## src/rtl/backend_ctrl_pkg.sv

```systemverilog
// ---------------------------------------------------------------------------
// backend_ctrl_pkg
//
// Shared definitions for the backend control slice. This package holds:
//   - flush_state_e : the flush sequencer FSM states
//                     (IDLE, FLUSH, RECOVER, REDIRECT).
//   - PAUSE_*       : bit positions inside the pause_req vector.
//   - PAUSE_SRC_NUM : the number of pause request sources.
// ---------------------------------------------------------------------------
package backend_ctrl_pkg;

  typedef enum logic [1:0] {
    IDLE     = 2'd0,
    FLUSH    = 2'd1,
    RECOVER  = 2'd2,
    REDIRECT = 2'd3
  } flush_state_e;

  localparam int PAUSE_SRC_NUM = 6;

  localparam int PAUSE_DEC_REN  = 0;
  localparam int PAUSE_ROB      = 1;
  localparam int PAUSE_IQ_ALU0  = 2;
  localparam int PAUSE_IQ_ALU1  = 3;
  localparam int PAUSE_IQ_LSU   = 4;
  localparam int PAUSE_MDU      = 5;

endpackage

```

## src/rtl/sat_counter32.sv

```systemverilog
// ---------------------------------------------------------------------------
// sat_counter32
//
// A 32-bit event counter that saturates at 32'hFFFF_FFFF. It does not wrap.
//
// Ports:
//   clk   in  1   clock
//   rst_n in  1   asynchronous, active-low reset; clears the count
//   en    in  1   count enable; adds one on each rising edge while high
//   cnt   out 32  current count
// ---------------------------------------------------------------------------
module sat_counter32 (
  input  logic        clk,
  input  logic        rst_n,
  input  logic        en,
  output logic [31:0] cnt
);

  always_ff @(posedge clk or negedge rst_n) begin
    if (!rst_n) begin
      cnt <= '0;
    end else if (en && (cnt != 32'hFFFF_FFFF)) begin
      cnt <= cnt + 32'd1;
    end
  end

endmodule

```

## src/rtl/backend_flush_sequencer.sv

```systemverilog
// ---------------------------------------------------------------------------
// backend_flush_sequencer
//
// This module merges stage pause requests into the ib/dec and dec/ren
// pipeline-register pauses. It also turns a commit flush request into a
// fixed sequence:
//   1. a one-cycle flush broadcast;
//   2. RECOVER_CYCLES rename-recovery strobes;
//   3. a front-end redirect handshake.
// A new flush_req in any state restarts the sequence, and the newest PC wins.
//
// Parameters:
//   RECOVER_CYCLES  number of rename-recovery cycles (>= 1)
//   ADDR_W          redirect PC width
//
// Ports:
//   clk             in   1        clock
//   rst_n           in   1        asynchronous, active-low reset
//   flush_req       in   1        flush request from commit
//   flush_pc        in   ADDR_W   redirect target, qualified by flush_req
//   pause_req       in   6        per-source pause requests (see package)
//   ib_dec_pause    out  1        ib/dec register pause
//   dec_ren_pause   out  1        dec/ren register pause
//   flush           out  1        flush broadcast (state FLUSH)
//   rename_recover  out  1        rename recovery strobe (state RECOVER)
//   redirect_valid  out  1        front-end redirect request (state REDIRECT)
//   redirect_pc     out  ADDR_W   latched flush_pc
//   redirect_ready  in   1        front end accepts the redirect
//   busy            out  1        sequencer is not idle
//   perf_flush_cnt  out  32       completed flush sequences
//   perf_stall_cnt  out  32       cycles with ib_dec_pause high
//
// Build option:
//   FLUSH_SEQ_PERF_EN  enables the saturating perf counters. When it is not
//                      defined, both perf outputs are tied to zero.
// ---------------------------------------------------------------------------
module backend_flush_sequencer
  import backend_ctrl_pkg::*;
#(
  parameter int RECOVER_CYCLES = 4,
  parameter int ADDR_W         = 32
) (
  input  logic                     clk,
  input  logic                     rst_n,
  input  logic                     flush_req,
  input  logic [ADDR_W-1:0]        flush_pc,
  input  logic [PAUSE_SRC_NUM-1:0] pause_req,
  output logic                     ib_dec_pause,
  output logic                     dec_ren_pause,
  output logic                     flush,
  output logic                     rename_recover,
  output logic                     redirect_valid,
  output logic [ADDR_W-1:0]        redirect_pc,
  input  logic                     redirect_ready,
  output logic                     busy,
  output logic [31:0]              perf_flush_cnt,
  output logic [31:0]              perf_stall_cnt
);

  localparam int               CNT_W    = $clog2(RECOVER_CYCLES + 1);
  localparam logic [CNT_W-1:0] CNT_LAST = CNT_W'(RECOVER_CYCLES - 1);

  flush_state_e     state, state_nxt;
  logic [CNT_W-1:0] recov_cnt, recov_cnt_nxt;

  // State register and recovery counter
  always_ff @(posedge clk or negedge rst_n) begin
    if (!rst_n) begin
      state     <= IDLE;
      recov_cnt <= '0;
    end else begin
      state     <= state_nxt;
      recov_cnt <= recov_cnt_nxt;
    end
  end

  // Next-state logic. The flush_req override comes last, so a new flush
  // in any state, even in the middle of a handshake, restarts the sequence.
  always_comb begin
    state_nxt     = state;
    recov_cnt_nxt = recov_cnt;
    case (state)
      IDLE: begin
        state_nxt = IDLE;
      end
      FLUSH: begin
        state_nxt     = RECOVER;
        recov_cnt_nxt = '0;
      end
      RECOVER: begin
        if (recov_cnt == CNT_LAST) begin
          state_nxt = REDIRECT;
        end else begin
          recov_cnt_nxt = recov_cnt + 1'b1;
        end
      end
      REDIRECT: begin
        if (redirect_ready) begin
          state_nxt = IDLE;
        end
      end
      default: begin
        state_nxt = IDLE;
      end
    endcase
    if (flush_req) begin
      state_nxt     = FLUSH;
      recov_cnt_nxt = '0;
    end
  end

  // Redirect target. It reloads only on a flush request, so the value stays
  // stable through RECOVER and REDIRECT and also while idle.
  always_ff @(posedge clk or negedge rst_n) begin
    if (!rst_n) begin
      redirect_pc <= '0;
    end else if (flush_req) begin
      redirect_pc <= flush_pc;
    end
  end

  // State-decoded outputs
  assign flush          = (state == FLUSH);
  assign rename_recover = (state == RECOVER);
  assign redirect_valid = (state == REDIRECT);
  assign busy           = (state != IDLE);

  // Pause merge. The dec/ren pause ignores its own register's request
  // (bit PAUSE_DEC_REN); only downstream consumers can stall it.
  assign dec_ren_pause = busy | (|pause_req[PAUSE_MDU:PAUSE_ROB]);
  assign ib_dec_pause  = busy | (|pause_req);

`ifdef FLUSH_SEQ_PERF_EN
  // A handshake that coincides with a new flush is not consumed.
  logic redirect_done;
  assign redirect_done = redirect_valid & redirect_ready & ~flush_req;

  sat_counter32 u_flush_cnt (
    .clk   (clk),
    .rst_n (rst_n),
    .en    (redirect_done),
    .cnt   (perf_flush_cnt)
  );

  sat_counter32 u_stall_cnt (
    .clk   (clk),
    .rst_n (rst_n),
    .en    (ib_dec_pause),
    .cnt   (perf_stall_cnt)
  );
`else
  assign perf_flush_cnt = 32'd0;
  assign perf_stall_cnt = 32'd0;
`endif

endmodule

```

## config.mk

```make
export PLATFORM = sky130hd
export DESIGN_NAME = backend_flush_sequencer
export DESIGN_NICKNAME = d
export VERILOG_FILES = /design/src/rtl/backend_ctrl_pkg.sv /design/src/rtl/sat_counter32.sv /design/src/rtl/backend_flush_sequencer.sv
export SDC_FILE = /design/constraint.sdc
export NUM_CORES = 1
export LEC_CHECK = 0
export CELL_PAD_IN_SITES_DETAIL_PLACEMENT = 2
export CELL_PAD_IN_SITES_GLOBAL_PLACEMENT = 2
export CORE_ASPECT_RATIO = 1.4
export CORE_MARGIN = 4
export CORE_UTILIZATION = 21
export DETAILED_ROUTE_END_ITERATION = 7
export GPL_ROUTABILITY_DRIVEN = 0
export PLACE_DENSITY_LB_ADDON = 0.1
export SYNTH_ARGS = -nofsm -noshare
export SYNTH_HDL_FRONTEND = slang
export SYNTH_HIERARCHICAL = 1
export SYNTH_SLANG_ARGS = --single-unit
```

## constraint.sdc

```tcl
create_clock -name clk -period 3.74 [get_ports clk]
set_input_delay 0.374 -clock clk [delete_from_list [all_inputs] [get_ports clk]]
set_output_delay 0.374 -clock clk [all_outputs]
set_load 0.05 [all_outputs]
```

==> flow_summary.json, run 1 <==
{
  "drt_pre_antenna_iters": 2,
  "synth_top_area_share": 0.461,
  "drt-initial-drc-count": 36,
  "final_nets": 300,
  "htree_levels": 2,
  "cts_resized": 0,
  "setup_viol": 0,
  "routed_wl_um": 4980,
  "vias_per_cell": 3.71,
  "post-place-ws_ps": 827,
  "fp.dieW_um": 90.6,
  "diodes": 0,
  "ys_warn_count": 6,
  "hp-class": "primary input to async pin",
  "end_kind": "output port",
  "tns_ps": 0,
  "postCtsSetupRepairBufs": 0,
  "synth_area_leaders": "dfrtp_1 (46%), buf_4 (24%), mux2_2 (12%)",
  "core_area_um2": 9180,
  "initial_core_util": 0.219,
  "power_density_nw_per_um2": 542,
  "cts_made_buffers": 5,
  "hold_viol": 0,
  "vdd_drop_max_mv": 0.200,
  "antenna_found_initial": 0,
  "p_leak_uw": 0.00125,
  "cts_tree": "built",
  "vias": 1333,
  "worst_slew_pin_slew_ps": 915,
  "skew_ps": 2.12,
  "critical_path_class": "primary input to output port",
  "grt_max_degree": 39,
  "yosysSeqAreaShare": 0.461,
  "ant_nets": 0,
  "period_share": 0.773,
  "grt_pass1_vias": 1431,
  "crit_arrival_ps": 2520,
  "grt_pass1_wl_um": 7420,
  "fin_area_um2": 2820,
  "dpl.hpwl_um": 3830,
  "clk_latency_ps": 270,
  "avgRoutedWirePerCell_um": 13.9,
  "synthFlopType": "dfrtp_1",
  "synth_top_cell_by_area": "dfrtp_1",
  "maxCapViolations": 0,
  "synth.most_common_cell": "buf_4",
  "drive_gt1_frac": 0.119,
  "ys_seq_elements": 37,
  "drc_errors": 0,
  "postPlaceCellArea_um2": 2660,
  "fmax_ghz": 0.346,
  "slew_viol_final": 0,
  "required_ps": 3370,
  "ctsHoldBuffers": 0,
  "fill_cells": 1041,
  "final_util": 0.307,
  "p_total_uw": 1530,
  "postSynthCellCount": 171,
  "clk_pin_slew_ps": 60,
  "grt-ovfl-total": 0,
  "status": "complete, no violations",
  "startpoint": "pause_req[2]",
  "slew_headroom": 0.390,
  "worst_slack_ps": 850,
  "io_pins": 144,
  "num_rows": 41,
  "netlist_area_um2": 2010,
  "die_h_um": 124,
  "start_kind": "primary input",
  "fin_crit_ps": 2890,
  "cts_buffer_depth": 2,
  "cts_root_buffer": "clkbuf_16",
  "grt.total_usage": 0.0843,
  "synth.avg_cell_area_um2": 11.7,
  "rsz0062_at_grt": "no",
  "crit-reg2reg-launch": "recov_cnt[0]$_DFFE_PN0P_",
  "synth_cell_types": 21,
  "synth_common_cells": "buf_4 (64), dfrtp_1 (37), mux2_2 (21), mux2_1 (11), ha_1 (6)",
  "cp_max_fo": 2,
  "die_area_um2": 11200,
  "layout-area-overhead-vs-synth_pct": 40.5,
  "cts_sinks": 37,
  "io_buffers": 79,
  "synthArstFlopShare": 1.00,
  "synth_edf_count": 0
}
==> per-stage QoR <==
step	cells	hold WS, ps
CTS	359	262
floorplan	234	78.4
global route	359	288
finish	359	221
global placement	352	469
detailed placement	352	478
==> sequential cells by signal (all words and copies together), names as in the netlist <==
signal,cells
recov_cnt,3
state,2
redirect_pc,32
==> where the power goes <==
group | internal (uW) | switching, uW
clock network | 309 | 159
logic | 172 | 417
registers | 446 | 27.1
total | 927 | 603
==> path summary, 6_finish.rpt <==
| check | end | slack, ps | cells after the start |
|---|---|---|---|
| min reg2reg | redirect_pc[2]$_DFFE_PN0P_ | 480 | 1 |
| min in group clk | redirect_pc[2]$_DFFE_PN0P_ | 480 | 1 |
| max | ib_dec_pause | 850 | 5 |
| max in group asynchronous | redirect_pc[15]$_DFFE_PN0P_ | 2970 | 1 |
| min | redirect_pc[30]$_DFFE_PN0P_ | 220 | 1 |
| max reg2reg | state[1]$_DFFE_PN0P_ | 2260 | 5 |
==> logic make-up (layout without fill, tap and decap cells) <==
group / Yosys count / in the layout / synth area share
other cells: 1 / 64 / 0.00187
fa+ha+maj: 6 / 6 / 0.0374
simple gates: 17 / 17 / 0.0480
mux: 32 / 32 / 0.180
flops: 37 / 37 / 0.461
compound gates: 6 / 6 / 0.0162
buf+inv: 72 / 90 / 0.256
==> placed cells by master (no fill, tap or decap) <==
| master | count |
|---|---|
| conb_1 | 64 |
| ha_1 | 6 |
| clkdlybuf4s50_1 | 77 |
| clkbuf_16 | 5 |
| mux2_2 | 21 |
| nand2_1 | 1 |
| a211oi_1 | 1 |
| buf_2 | 2 |
| bufinv_16 | 1 |
| a21oi_1 | 4 |
| mux2_1 | 11 |
| nor2_1 | 1 |
| o21ai_0 | 1 |
| dfrtp_1 | 37 |
| nand3_1 | 4 |
| inv_1 | 4 |
| nor2b_1 | 2 |
| clkinv_2 | 1 |
| or3_1 | 1 |
| nand2b_1 | 5 |
| or2_1 | 1 |
| or4_1 | 1 |
| nor3_1 | 1 |
==> layout make-up <==
class / instances / area, um^2 / area share
clock buffer: 5 / 125 / 0.0444
tap: 107 / 134 / 0.0475
multi-input combinational: 125 / 805 / 0.285
timing repair buffer: 79 / 781 / 0.277
clock inverter: 2 / 35.0 / 0.0124
sequential: 37 / 926 / 0.328
inverter: 4 / 15.0 / 0.00532
==> worst max-delay path, cell delays in order <==
cell and delay, ps:
clkdlybuf4s50_1 390, or4_1 520, or3_1 330, or2_1 210, clkdlybuf4s50_1 700
==> per-layer routing <==
metal / global-route usage / share of wire
met5: 0 / 0
met3: 0.0314 / 0.10
met2: 0.164 / 0.57
met4: 0.0345 / 0.013
met1: 0.0789 / 0.32
(Power assumes the default switching activity.)
==> run 2, diff against run 1 <==
CORE_UTILIZATION = 17   (was 21)
clock period = 2.5 ns   (was 3.74 ns; I/O delays follow)
==> run 2 against run 1 <==
Register-to-register slack got worse by 1200 ps. Sequential cell count stayed put. First-iteration DRC count shrank 56%. Core utilization is 5.4 points lower. Sequential power grew 50%. Sequential share of layout area down 0.88 points. Critical path depth is the same. Cell area up 2.8%. Total power grew 54%. Critical path type unchanged. Highest routed layer unchanged.
==> flow_summary.json, run 2 (synthesis gave the netlist of run 1 again) <==
{
  "required_ps": 2250,
  "grt_max_degree": 38,
  "tns_ps": 0,
  "period_share": 0.861,
  "setup_viol": 0,
  "io_pins": 144,
  "cts_tree": "built",
  "worst-r2r-setup-slack_ps": 1060,
  "grt_pass1_vias": 1471,
  "core_area_um2": 11500,
  "drt-met1-wl_um": 1780,
  "die_area_um2": 13600,
  "power_density_nw_per_um2": 813,
  "skew_ps": 1.08,
  "route.met3.wl_um": 607,
  "seqCellArea_um2": 926,
  "num_rows": 46,
  "postCtsSetupRepairBufs": 0,
  "io_buffers": 79,
  "slew_viol_final": 0,
  "die_h_um": 137,
  "start_kind": "primary input",
  "slew_headroom": 0.395,
  "vias": 1314,
  "avgRoutedWirePerCell_um": 13.5,
  "drive_gt1_frac": 0.134,
  "ctsHoldBuffers": 0,
  "fmax_ghz": 0.465,
  "end_kind": "output port",
  "grt-ovfl-total": 0,
  "final_cell_mix": "clkdlybuf4s50_1 (75), conb_1 (64), dfrtp_1 (37), mux2_2 (21), mux2_1 (11)",
  "top_layer": "met4",
  "cts_resized": 0,
  "diodes": 0,
  "wl_met2_um": 2910,
  "critical_path_class": "primary input to output port",
  "cts_sinks": 37,
  "routed_wl_um": 5390,
  "htree_levels": 2,
  "initial_core_util": 0.175,
  "crit-reg2reg-launch": "recov_cnt[0]$_DFFE_PN0P_",
  "final_nets": 301,
  "layout_commonest_cell": "clkdlybuf4s50_1",
  "hold_ws_ps": 95.1,
  "vdd_drop_max_mv": 0.232,
  "clk_pin_slew_ps": 60,
  "rsz0062_at_grt": "no",
  "cts_buffer_depth": 2,
  "grt.total_usage": 0.0766,
  "fp.dieW_um": 99.8,
  "cts_made_buffers": 5,
  "maxCapViolations": 0,
  "clk_latency_ps": 280,
  "grt_pass1_wl_um": 7850,
  "cp_max_fo": 2,
  "fill_cells": 1293,
  "drc_errors": 0,
  "ant_nets": 0,
  "multi_input_area_um2": 805,
  "vias_per_cell": 3.30,
  "worst_slew_pin_slew_ps": 908,
  "fin_crit_ps": 2150,
  "layout-area-overhead-vs-synth_pct": 44.4,
  "largest_reg_flops": 32,
  "p_leak_uw": 0.00127,
  "status": "complete, no violations",
  "drt_pre_antenna_iters": 2,
  "fin_area_um2": 2900,
  "rr_worst_depth": 5,
  "hold_viol": 0,
  "r2r_end": "state[1]$_DFFE_PN0P_",
  "crit_arrival_ps": 1900,
  "reg.largest.list": "redirect_pc: 32 flops, recov_cnt: 3 flops, state: 2 flops",
  "postPlaceCellArea_um2": 2720,
  "hp-class": "primary input to async pin",
  "dpl.hpwl_um": 4150,
  "top_register": "redirect_pc",
  "drt-initial-drc-count": 16,
  "antenna_found_initial": 0,
  "cts_root_buffer": "clkbuf_16"
}
## run 2: metal layers
layer | up-vias | GRT usage
met1 | 633 | 0.0714
met3 | 5 | 0.0382
met2 | 80 | 0.140
met5 | - | 0
met4 | 0 | 0.0319
li1 | 596 | -
## run 2: metrics by stage
step	total power, uW	instances	util	setup WS, ps
2_1_floorplan	1410	234	-	308
3_3_place_gp	1620	390	0.238	377
3_5_place_dp	1620	390	0.238	335
4_1_cts	2410	398	0.253	334
5_1_grt	2480	398	0.253	283
6_report	2360	398	0.253	348
## run 2: worst max-delay path, cell delays in order
cell and delay, ps:
clkdlybuf4s50_1 390, or4_1 520, or3_1 330, or2_1 220, buf_4 190
## run 2: how the worst max path moves through the flow
stage / start / end / slack [ps] / depth (start not counted)
2_1_floorplan: state[0]$_DFFE_PN0P_ / ib_dec_pause / 310 / 5
3_3_place_gp: pause_req[2] / ib_dec_pause / 380 / 5
3_5_place_dp: pause_req[3] / ib_dec_pause / 330 / 5
4_1_cts: pause_req[3] / ib_dec_pause / 330 / 5
5_1_grt: state[0]$_DFFE_PN0P_ / rename_recover / 280 / 3
6_report: pause_req[2] / ib_dec_pause / 350 / 5
## run 2: where the power goes
group | internal (uW) | total, uW | switching [uW]
clock | 498 | 760 | 261
combinational | 259 | 888 | 629
sequential | 667 | 708 | 41.2
## run 2: cell type report
class / instances / share of cell area
clock buffer: 6 / 0.0479
inverter: 4 / 0.00518
multi-input combinational: 125 / 0.278
sequential: 37 / 0.320
timing repair buffer: 80 / 0.275
clock inverter: 2 / 0.0130
tap: 144 / 0.0622
==> run 3, diff against run 2 <==
SETUP_SLACK_MARGIN = 0.15   (was not set)
==> results of run 3 <==
Final layout, timing and power as in run 2 (identical DEF).
